`config.mk`:
```
export PLATFORM = sky130hd
export DESIGN_NAME = moore_nonoverlap_1101
export DESIGN_NICKNAME = d
export VERILOG_FILES = /design/src/rtl/moore_nonoverlap_1101.sv
export SDC_FILE = /design/constraint.sdc
export NUM_CORES = 1
export LEC_CHECK = 0
export CELL_PAD_IN_SITES_DETAIL_PLACEMENT = 1
export CELL_PAD_IN_SITES_GLOBAL_PLACEMENT = 2
export CORE_AREA = 2 2 39 41
export DETAILED_ROUTE_END_ITERATION = 8
export DIE_AREA = 0 0 41 43
export PLACE_DENSITY_LB_ADDON = 0.1
export SYNTH_ARGS = -nofsm -noshare
export SYNTH_HDL_FRONTEND = slang
export SYNTH_SLANG_ARGS = --single-unit
```
`constraint.sdc`:
```
create_clock -name clk -period 1.74 [get_ports clk]
set_clock_uncertainty 0.2 [all_clocks]
set_input_delay 0.174 -clock clk [delete_from_list [all_inputs] [get_ports clk]]
set_output_delay 0.174 -clock clk [all_outputs]
set_load 0.005 [all_outputs]
```
`src/rtl/moore_nonoverlap_1101.sv`:
```
// moore_nonoverlap_1101
//   Moore detector for the serial pattern 1-1-0-1 (first bit earliest in time).
//   Detection is non-overlapping: after a match the search restarts from
//   scratch, and no bit of the matched pattern is reused as a new prefix.
//
// Ports
//   clk  in   system clock, rising edge
//   rst  in   asynchronous reset, active low
//   in   in   serial data bit, sampled on each rising clk edge
//   out  out  detect flag, high for one cycle while in S1101
//
// state  | meaning
// -------+-----------------------------
// S0     | idle, no partial match
// S1     | seen 1
// S11    | seen 11 (further 1s stay here)
// S110   | seen 110
// S1101  | match, out = 1
module moore_nonoverlap_1101 (
    input  logic clk,
    input  logic rst,
    input  logic in,
    output logic out
);

    localparam logic [2:0] S0    = 3'b000;
    localparam logic [2:0] S1    = 3'b001;
    localparam logic [2:0] S11   = 3'b010;
    localparam logic [2:0] S110  = 3'b011;
    localparam logic [2:0] S1101 = 3'b100;

    logic [2:0] state;
    logic [2:0] state_nxt;

    always_ff @(posedge clk or negedge rst) begin
        if (!rst) begin
            state <= S0;
        end else begin
            state <= state_nxt;
        end
    end

    // An unknown 'in' falls through to the else branches, i.e. it acts as 0.
    always_comb begin
        state_nxt = S0;
        case (state)
            S0:    if (in) state_nxt = S1;    else state_nxt = S0;
            S1:    if (in) state_nxt = S11;   else state_nxt = S0;
            S11:   if (in) state_nxt = S11;   else state_nxt = S110;
            S110:  if (in) state_nxt = S1101; else state_nxt = S0;
            // After a match the trailing 1 is not reused as a prefix; the
            // incoming bit starts a fresh search.
            S1101: if (in) state_nxt = S1;    else state_nxt = S0;
            default: state_nxt = S0;
        endcase
    end

    assign out = (state == S1101);

`ifndef SYNTHESIS
    always @(posedge clk) begin
        if (rst) begin
            assert (!$isunknown(in))
                else $error("moore_nonoverlap_1101: unknown value on in");
        end
    end
`endif

endmodule

```
==> results of run 1 <==
## final cells by class
| class | count | area [sq um] |
|---|---|---|
| well taps | 16 | 20.0 |
| fillers | 161 | 1150 |
| flip-flops and latches | 3 | 75.1 |
| repair buffers | 5 | 46.3 |
| multi-input cells | 8 | 62.6 |
| clock buffers | 4 | 26.3 |
## repair_timing
action / CTS / global route
endpoints found under the hold margin: 3 / 0
endpoints found under the setup margin: 1 / 0
buffers inserted: 1 / 0
gates resized for setup: 2 / 0
hold buffers: 1 / 0
## worst max-delay path: cells and delay by family, from the launching register on
family	cells	cell delay, ns
DFF	1	0.41
and+or+nand+nor	1	0.19
buffers and inverters	1	0.25
## final timing paths
| kind | to | from | depth (start not counted) | slack, ns |
|---|---|---|---|---|
| worst max-delay path | out | state[1]$_DFF_PN0_ | 2 | 0.28 |
| worst min-delay path | state[1]$_DFF_PN0_ | state[2]$_DFF_PN0_ | 1 | 0.26 |
| worst max register to register | state[0]$_DFF_PN0_ | state[1]$_DFF_PN0_ | 2 | 0.55 |
| worst min register to register | state[1]$_DFF_PN0_ | state[2]$_DFF_PN0_ | 1 | 0.26 |
| max in group asynchronous | state[1]$_DFF_PN0_ | rst | 2 | 0.70 |
| min in group asynchronous | state[0]$_DFF_PN0_ | rst | 2 | 0.48 |
## power by group through the flow
stage	clock network, mW	registers [mW]	logic (mW)
global placement	0	0.118	0.0572
CTS	0.128	0.116	0.0781
detailed placement	0	0.120	0.0549
finish	0.121	0.116	0.0755
global route	0.146	0.119	0.0829
floorplan	0	0.111	0.0369
## cell usage after synthesis
cell and instances:
and4b_1 1, nor3b_1 1, a21oi_1 2, dfrtp_1 3
nand3b_1 1, or3b_1 1, or2b_1 1, nand2b_1 1
## per-layer routing
layer / vias up / track usage / wire [um]
met4: 0 / 0.0400 / 0
met2: 1 / 0.0688 / 166
met1: 53 / 0.0714 / 177
met3: 0 / 0.0785 / 0
li1: 57 / - / -
met5: - / 0 / 0
## through the flow
stage           util  hold slack [ns]  worst slack [ns]  power, mW  area (sq um)
6_report       0.166            0.256             0.280      0.313           230
2_1_floorplan      -           -0.322             0.634      0.148           133
3_3_place_gp   0.132            0.176             0.145      0.176           183
5_1_grt        0.166            0.279             0.196      0.348           230
3_5_place_dp   0.132            0.173             0.210      0.175           183
4_1_cts        0.166            0.267             0.261      0.322           230
## cells in the final DEF, fill, tap and decap left out
master,netlist,layout
dlygate4sd3_1,0,1
clkdlybuf4s50_1,0,2
or3b_1,1,1
buf_4,0,1
nand3b_1,1,1
nand2b_1,1,1
dfrtp_1,3,3
clkbuf_1,0,1
or2b_1,1,1
a21oi_1,2,2
dlygate4sd2_1,0,1
nor3b_2,0,1
and4b_1,1,1
clkbuf_4,0,3
## cell families (layout without fill, tap and decap cells)
family | count (synthesis) | count (layout) | share of synthesized area
buffers and inverters | 0 | 9 | 0
DFF | 3 | 3 | 0.566
AOI/OAI and AO/OA | 2 | 2 | 0.0755
and+or+nand+nor | 6 | 6 | 0.359
==> results.yml, run 1 <==
run_status:
  status: "complete, no violations"
floorplanning:
  fp.dieW_um: 41
  chipHeight_um: 43
  num_io_pins: 4
  coreArea_sq_um: 1380
  num_rows: 14
  die_area_sq_um: 1760
  initial_core_util: 0.0958
power_and_ir_drop:
  p_sw_frac: 0.277
  internal-power_uw: 226
  pwr_density_cell_nw_per_um2: 1360
  ir_drop_v: 0.000477
  comb_power_share: 0.241
  seqPwrFrac: 0.370
  p_sw_uw: 86.5
  p_leak_nw: 0.102
  clockPowerShare: 0.388
final_layout:
  area_growth_pct: 73.6
  diodes: 0
  top_register: "state"
  instances_no_fill: 36
  drive_gt1_frac: 0.250
  largest_reg_flops: 3
  final_nets: 24
  top_regs: "state x3"
worst_setup_path:
  crit_required_ns: 1.37
  worstSetupStartpointType: "register"
  cp_max_fo: 6
  cp_slowest_cell: "dfrtp_1"
  crit_type: "register to primary output"
  endpoint_kind: "primary output"
  critPathMaxStageDelay_ns: 0.41
  arrival_ns: 1.09
  crit_chain: "nor3b_2 -> dlygate4sd2_1"
hold_path:
  min-delay-path-class: "register to register"
timing:
  fin_tns_setup_ns: 0
  period_share: 0.839
  rsz0062_at_grt: "no"
  maxSlewHeadroom: 0.893
  period_needed_ns: 1.46
  hold_viol: 0
  worst_pin_slew_ns: 0.159
  drv_slew: 0
  fmax_mhz: 685
  finalSetupViolCount: 0
synth:
  syn-num-nets: 14
  synthDominantCellAreaShare: 0.566
  yosys-top-cells-area: "dfrtp_1, a21oi_1, and4b_1, or3b_1, nand3b_1"
  ys_ff_latch: 3
  synth_warnings: 0
  synthCells: 11
  syn_area_per_cell_sq_um: 12.1
  syn-cell-area_sq_um: 133
  synth_top_cell_by_area: "dfrtp_1"
  synth_cell_types: 8
  ys_seq_area_frac: 0.566
job:
  maxCapViolations: 0
placed_design:
  place_inst: 30
  place_congestion: 0.646
  port_buffers: 3
clocking:
  worstSkewPairLatency_ns: 0.23
  clk_transition_reported_paths_ns: 0.03
  cts.sinks: 3
  numCtsBuffers: 3
  clockRootBuffer: "clkbuf_4"
  cts_htree_levels: 1
  cts_tree: "yes"
  cts_buffer_depth: 2
routing:
  drtIter0Drc: 1
  avgViaCountPerCell: 3.08
  ant_nets: 0
  first_pass_iters: 2
  totalWireLength_um: 343
  num_vias: 111
  drc: 0
  wire_per_inst_um: 9.53
global_route:
  grt_pass1_wl_um: 662
  grt_max_degree: 7
  antenna_found_initial: 0
  grt_remaining_overflow: 0
  grt_pass1_vias: 139
  grt_usage: 0.0655
(Power assumes the default switching activity.)
==> run 2, diff against run 1 <==
clock period = 1.45 ns   (was 1.74 ns; I/O delays follow)
==> run 2 against run 1 <==
Final cell count rose by 8.3%. Sequential share of layout area down 2.5 points. Non-clock buffer count up 3. Flip-flop and latch count stayed put. Power is 29% higher. Via count is 21% higher. Critical endpoint unchanged. Largest power group unchanged.
==> results.yml, run 2 (synthesized netlist as in run 1, its figures left out) <==
global_route:
  grt_max_degree: 6
  grt_usage: 0.0662
  grt_pass1_vias: 157
  grt_remaining_overflow: 0
  grt_pass1_wl_um: 662
  antenna_found_initial: 0
final_layout:
  diodes: 0
  largest_reg_flops: 3
  top_regs: "state x3"
  layout_common_cells: "buf_4, clkbuf_4, dfrtp_1, a21oi_1, clkdlybuf4s50_1"
  nFillCells: 159
  final_area_sq_um: 249
  drive_gt1_frac: 0.391
  layout_commonest_cell: "buf_4"
  final_nets: 27
  area_growth_pct: 87.7
  top_register: "state"
routing:
  totalWireLength_um: 401
  first_pass_iters: 2
  drtIter0Drc: 4
  avgViaCountPerCell: 3.44
  num_vias: 134
  ant_nets: 0
  wire_per_inst_um: 10.3
  drc: 0
clocking:
  cts_tree: "yes"
  cts_buffer_depth: 2
  cts_htree_levels: 1
  postCtsSetupBuffers: 0
  clockRootBuffer: "clkbuf_4"
  worstSkewPairLatency_ns: 0.24
  clk_transition_reported_paths_ns: 0.04
  numCtsBuffers: 3
  cts.sinks: 3
timing:
  drv_slew: 0
  period_needed_ns: 1.32
  setup_ws_ns: 0.133
  fin_tns_setup_ns: 0
  hold_slack_ns: 0.311
  worst_pin_slew_ns: 0.168
  fmax_mhz: 759
  hold_viol: 0
  period_share: 0.908
  finalSetupViolCount: 0
  rsz0062_at_grt: "no"
  maxSlewHeadroom: 0.887
power_and_ir_drop:
  clockPowerShare: 0.376
  p_sw_uw: 114
  seqPwrFrac: 0.322
  ir_drop_v: 0.000231
  p_sw_frac: 0.282
  internal-power_uw: 290
  comb_power_share: 0.302
  pwr_density_cell_nw_per_um2: 1620
  p_leak_nw: 0.114
  p_total_uw: 405
job:
  maxCapViolations: 0
placed_design:
  dpl_worst_slack_ns: -0.0609
  place_congestion: 0.636
  port_buffers: 3
  post_dp_cell_area_sq_um: 213
worst_setup_path:
  cp_max_fo: 2
  r2r_slack_ns: 0.19
  endpoint_kind: "primary output"
  crit_type: "register to primary output"
  crit_required_ns: 1.11
  worstSetupStartpointType: "register"
  arrival_ns: 0.97
floorplanning:
  num_io_pins: 4
  chipHeight_um: 43
  fp.dieW_um: 41
  die_area_sq_um: 1760
  coreArea_sq_um: 1380
  num_rows: 14
  initial_core_util: 0.0958
hold_path:
  min-delay-path-class: "register to register"
run_status:
  status: "complete, no violations"
run 2: cell types whose count changed in the layout (fill, tap and decap cells not counted):
cell,delta
dlygate4sd2_1,-1
clkbuf_2,+1
buf_4,+3
run 2: power groups by stage:
stage / clock (mW) / sequential [mW] / combinational, mW
after global placement: 0 / 0.126 / 0.125
after global routing: 0.175 / 0.133 / 0.135
after detailed placement: 0 / 0.127 / 0.122
after CTS: 0.159 / 0.130 / 0.124
final: 0.152 / 0.130 / 0.122
after floorplan: 0 / 0.133 / 0.0443
run 2: final timing paths:
check / start / to / cells after the start
max: state[0]$_DFF_PN0_ / out / 2
min: state[2]$_DFF_PN0_ / state[1]$_DFF_PN0_ / 2
max reg2reg: state[2]$_DFF_PN0_ / state[0]$_DFF_PN0_ / 3
min reg2reg: state[2]$_DFF_PN0_ / state[1]$_DFF_PN0_ / 2
max in group asynchronous: rst / state[2]$_DFF_PN0_ / 2
min in group asynchronous: rst / state[0]$_DFF_PN0_ / 2
run 2: routing by layer:
layer  share of wire  wire, um  global-route usage  vias to the layer above
met2            0.54       216              0.0719                        1
met3               0         0              0.0314                        0
met1            0.46       183              0.0705                       69
li1                -         -                   -                       64
met5               0         0                   0                        -
met4               0         0               0.100                        0
run 2: layout make-up:
type / instances / area [sq um] / area share
Timing Repair Buffer: 8 / 65.1 / 0.261
Sequential cell: 3 / 75.1 / 0.302
Multi-Input combinational cell: 8 / 62.6 / 0.251
Clock buffer: 4 / 26.3 / 0.106
Tap cell: 16 / 20.0 / 0.0804
run 2: critical path, cell delays in order, from the launching register on:
cell	delay [ns]
dfrtp_1	0.39
nor3b_2	0.20
clkbuf_2	0.14
run 2: stage by stage:
step,std cells,utilization
2_1_floorplan,11,-
3_3_place_gp,34,0.154
3_5_place_dp,34,0.154
4_1_cts,39,0.183
5_1_grt,39,0.180
6_report,39,0.180
run 2: what timing repair did:
action,4_1_cts,5_1_grt
setup endpoints to repair,1,1
gates resized for setup,2,2
gates cloned,0,0
endpoints found under the hold margin,3,0
pin swaps,0,1
hold buffers,1,0
==> run 3, diff against run 2 <==
CORE_AREA = 5 5 42 44   (was 2 2 39 41)
DIE_AREA = 0 0 47 49   (was 0 0 41 43)
HOLD_SLACK_MARGIN = 0.05   (was not set)
clock period = 1.7 ns   (was 1.45 ns; I/O delays follow)
==> run 3 against run 2 <==
Global-route usage is 3.2 points lower. Critical path depth did not move. Clock-buffer cell count stayed put. Flip-flop and latch count unchanged. Final cell count shrank 7.7%. Critical path type unchanged. Clock power decreased by 20%. Critical endpoint unchanged. Hold slack worse by 0.017 ns. Setup slack better by 0.12 ns. Utilization shrank 1.9 points.
==> results.yml, run 3 (synthesized netlist as in run 1, its figures left out) <==
routing:
  avgViaCountPerCell: 3.14
  drc: 0
  ant_nets: 0
  wire_per_inst_um: 8.67
  drtIter0Drc: 0
  first_pass_iters: 1
  num_vias: 113
  totalWireLength_um: 312
worst_setup_path:
  critPathMaxStageDelay_ns: 0.40
  worstSetupStartpointType: "register"
  cp_max_fo: 6
  crit_type: "register to primary output"
  endpoint_kind: "primary output"
  crit_chain: "nor3b_1 -> dlygate4sd2_1"
  worst-path-buf-inv: 1
  critPathTopFamily: "flip-flops"
  cp_slowest_cell: "dfrtp_1"
  crit_required_ns: 1.33
  arrival_ns: 1.08
floorplanning:
  num_io_pins: 4
  num_rows: 14
  fp.dieW_um: 47
  chipHeight_um: 49
  coreArea_sq_um: 1400
  die_area_sq_um: 2300
  initial_core_util: 0.0946
placed_design:
  place_congestion: 0.596
  dpl_worst_slack_ns: 0.187
  port_buffers: 3
  place_inst: 31
  post_dp_cell_area_sq_um: 190
  dp_hpwl_um: 236
final_layout:
  top_regs: "state x3"
  layout_common_cells: "clkbuf_4, dfrtp_1, a21oi_1, clkdlybuf4s50_1"
  instances_no_fill: 36
  largest_reg_flops: 3
  diodes: 0
  area_growth_pct: 69.8
  top_register: "state"
  final_area_sq_um: 225
  drive_gt1_frac: 0.200
  final_nets: 24
  utilization: 0.161
clocking:
  postCtsSetupBuffers: 0
  worstSkewPairLatency_ns: 0.23
  clockRootBuffer: "clkbuf_4"
  clk_transition_reported_paths_ns: 0.04
  numCtsBuffers: 3
  cts_buffer_depth: 2
  cts_tree: "yes"
  cts_htree_levels: 1
  cts.sinks: 3
power_and_ir_drop:
  clockPowerShare: 0.388
  seqPwrFrac: 0.363
  comb_power_share: 0.249
  p_total_uw: 314
  pwr_density_cell_nw_per_um2: 1390
  p_leak_nw: 0.0997
  internal-power_uw: 231
  p_sw_uw: 83.1
  ir_drop_v: 0.000303
  p_sw_frac: 0.265
global_route:
  grt_pass1_vias: 138
  antenna_found_initial: 0
  grt_pass1_wl_um: 531
  grt_remaining_overflow: 0
  grt_usage: 0.0346
  grt_max_degree: 7
timing:
  fin_tns_setup_ns: 0
  hold_slack_ns: 0.294
  hold_viol: 0
  setup_ws_ns: 0.253
  period_share: 0.851
  drv_slew: 0
  finalSetupViolCount: 0
  worst_pin_slew_ns: 0.154
  fmax_mhz: 691
  rsz0062_at_grt: "no"
  period_needed_ns: 1.45
  maxSlewHeadroom: 0.897
hold_path:
  min-delay-path-class: "register to register"
run_status:
  status: "complete, no violations"
job:
  maxCapViolations: 0
==> run 3: cell types whose count changed in the layout (fill, tap and decap cells not counted), sizes merged <==
cell         before  now
buf               4    1
dlygate4sd2       0    1
clkbuf            5    4
==> run 3: final timing paths <==
check	start	end	slack, ns	depth (start not counted)
min in group asynchronous	rst	state[2]$_DFF_PN0_	0.46	2
setup reg to reg	state[2]$_DFF_PN0_	state[0]$_DFF_PN0_	0.51	2
setup / recovery	state[1]$_DFF_PN0_	out	0.25	2
hold reg to reg	state[2]$_DFF_PN0_	state[1]$_DFF_PN0_	0.29	1
hold / removal	state[2]$_DFF_PN0_	state[1]$_DFF_PN0_	0.29	1
max in group asynchronous	rst	state[0]$_DFF_PN0_	0.70	2
==> run 3: metal layers <==
layer  vias to the layer above  wire, um  part of all wire  track usage
li1                         58         -                 -            -
met1                        52       133              0.43       0.0375
met2                         3       152              0.49       0.0430
met3                         0        27             0.087       0.0148
met4                         0         0                 0       0.0415
met5                         -         0                 0            0
==> run 3: what timing repair did <==
item / CTS / global route
setup endpoints to repair: 1 / 0
hold buffers: 1 / 0
resized for setup: 1 / 0
endpoints found under the hold margin: 3 / 0
==> run 3: area by class of cell <==
cell class,count,area (sq um)
fillers,172,1180
repair buffers,5,46.3
multi-input cells,8,57.6
flip-flops and latches,3,75.1
clock buffers,4,26.3
well taps,16,20.0
==> run 3: power by group through the flow <==
| stage | Sequential, mW | Combinational (mW) | Clock, mW |
|---|---|---|---|
| after CTS | 0.114 | 0.0786 | 0.130 |
| final | 0.114 | 0.0782 | 0.122 |
| after detailed placement | 0.115 | 0.0779 | 0 |
| after global placement | 0.117 | 0.0796 | 0 |
| after global routing | 0.117 | 0.0867 | 0.133 |
| after floorplan | 0.114 | 0.0378 | 0 |
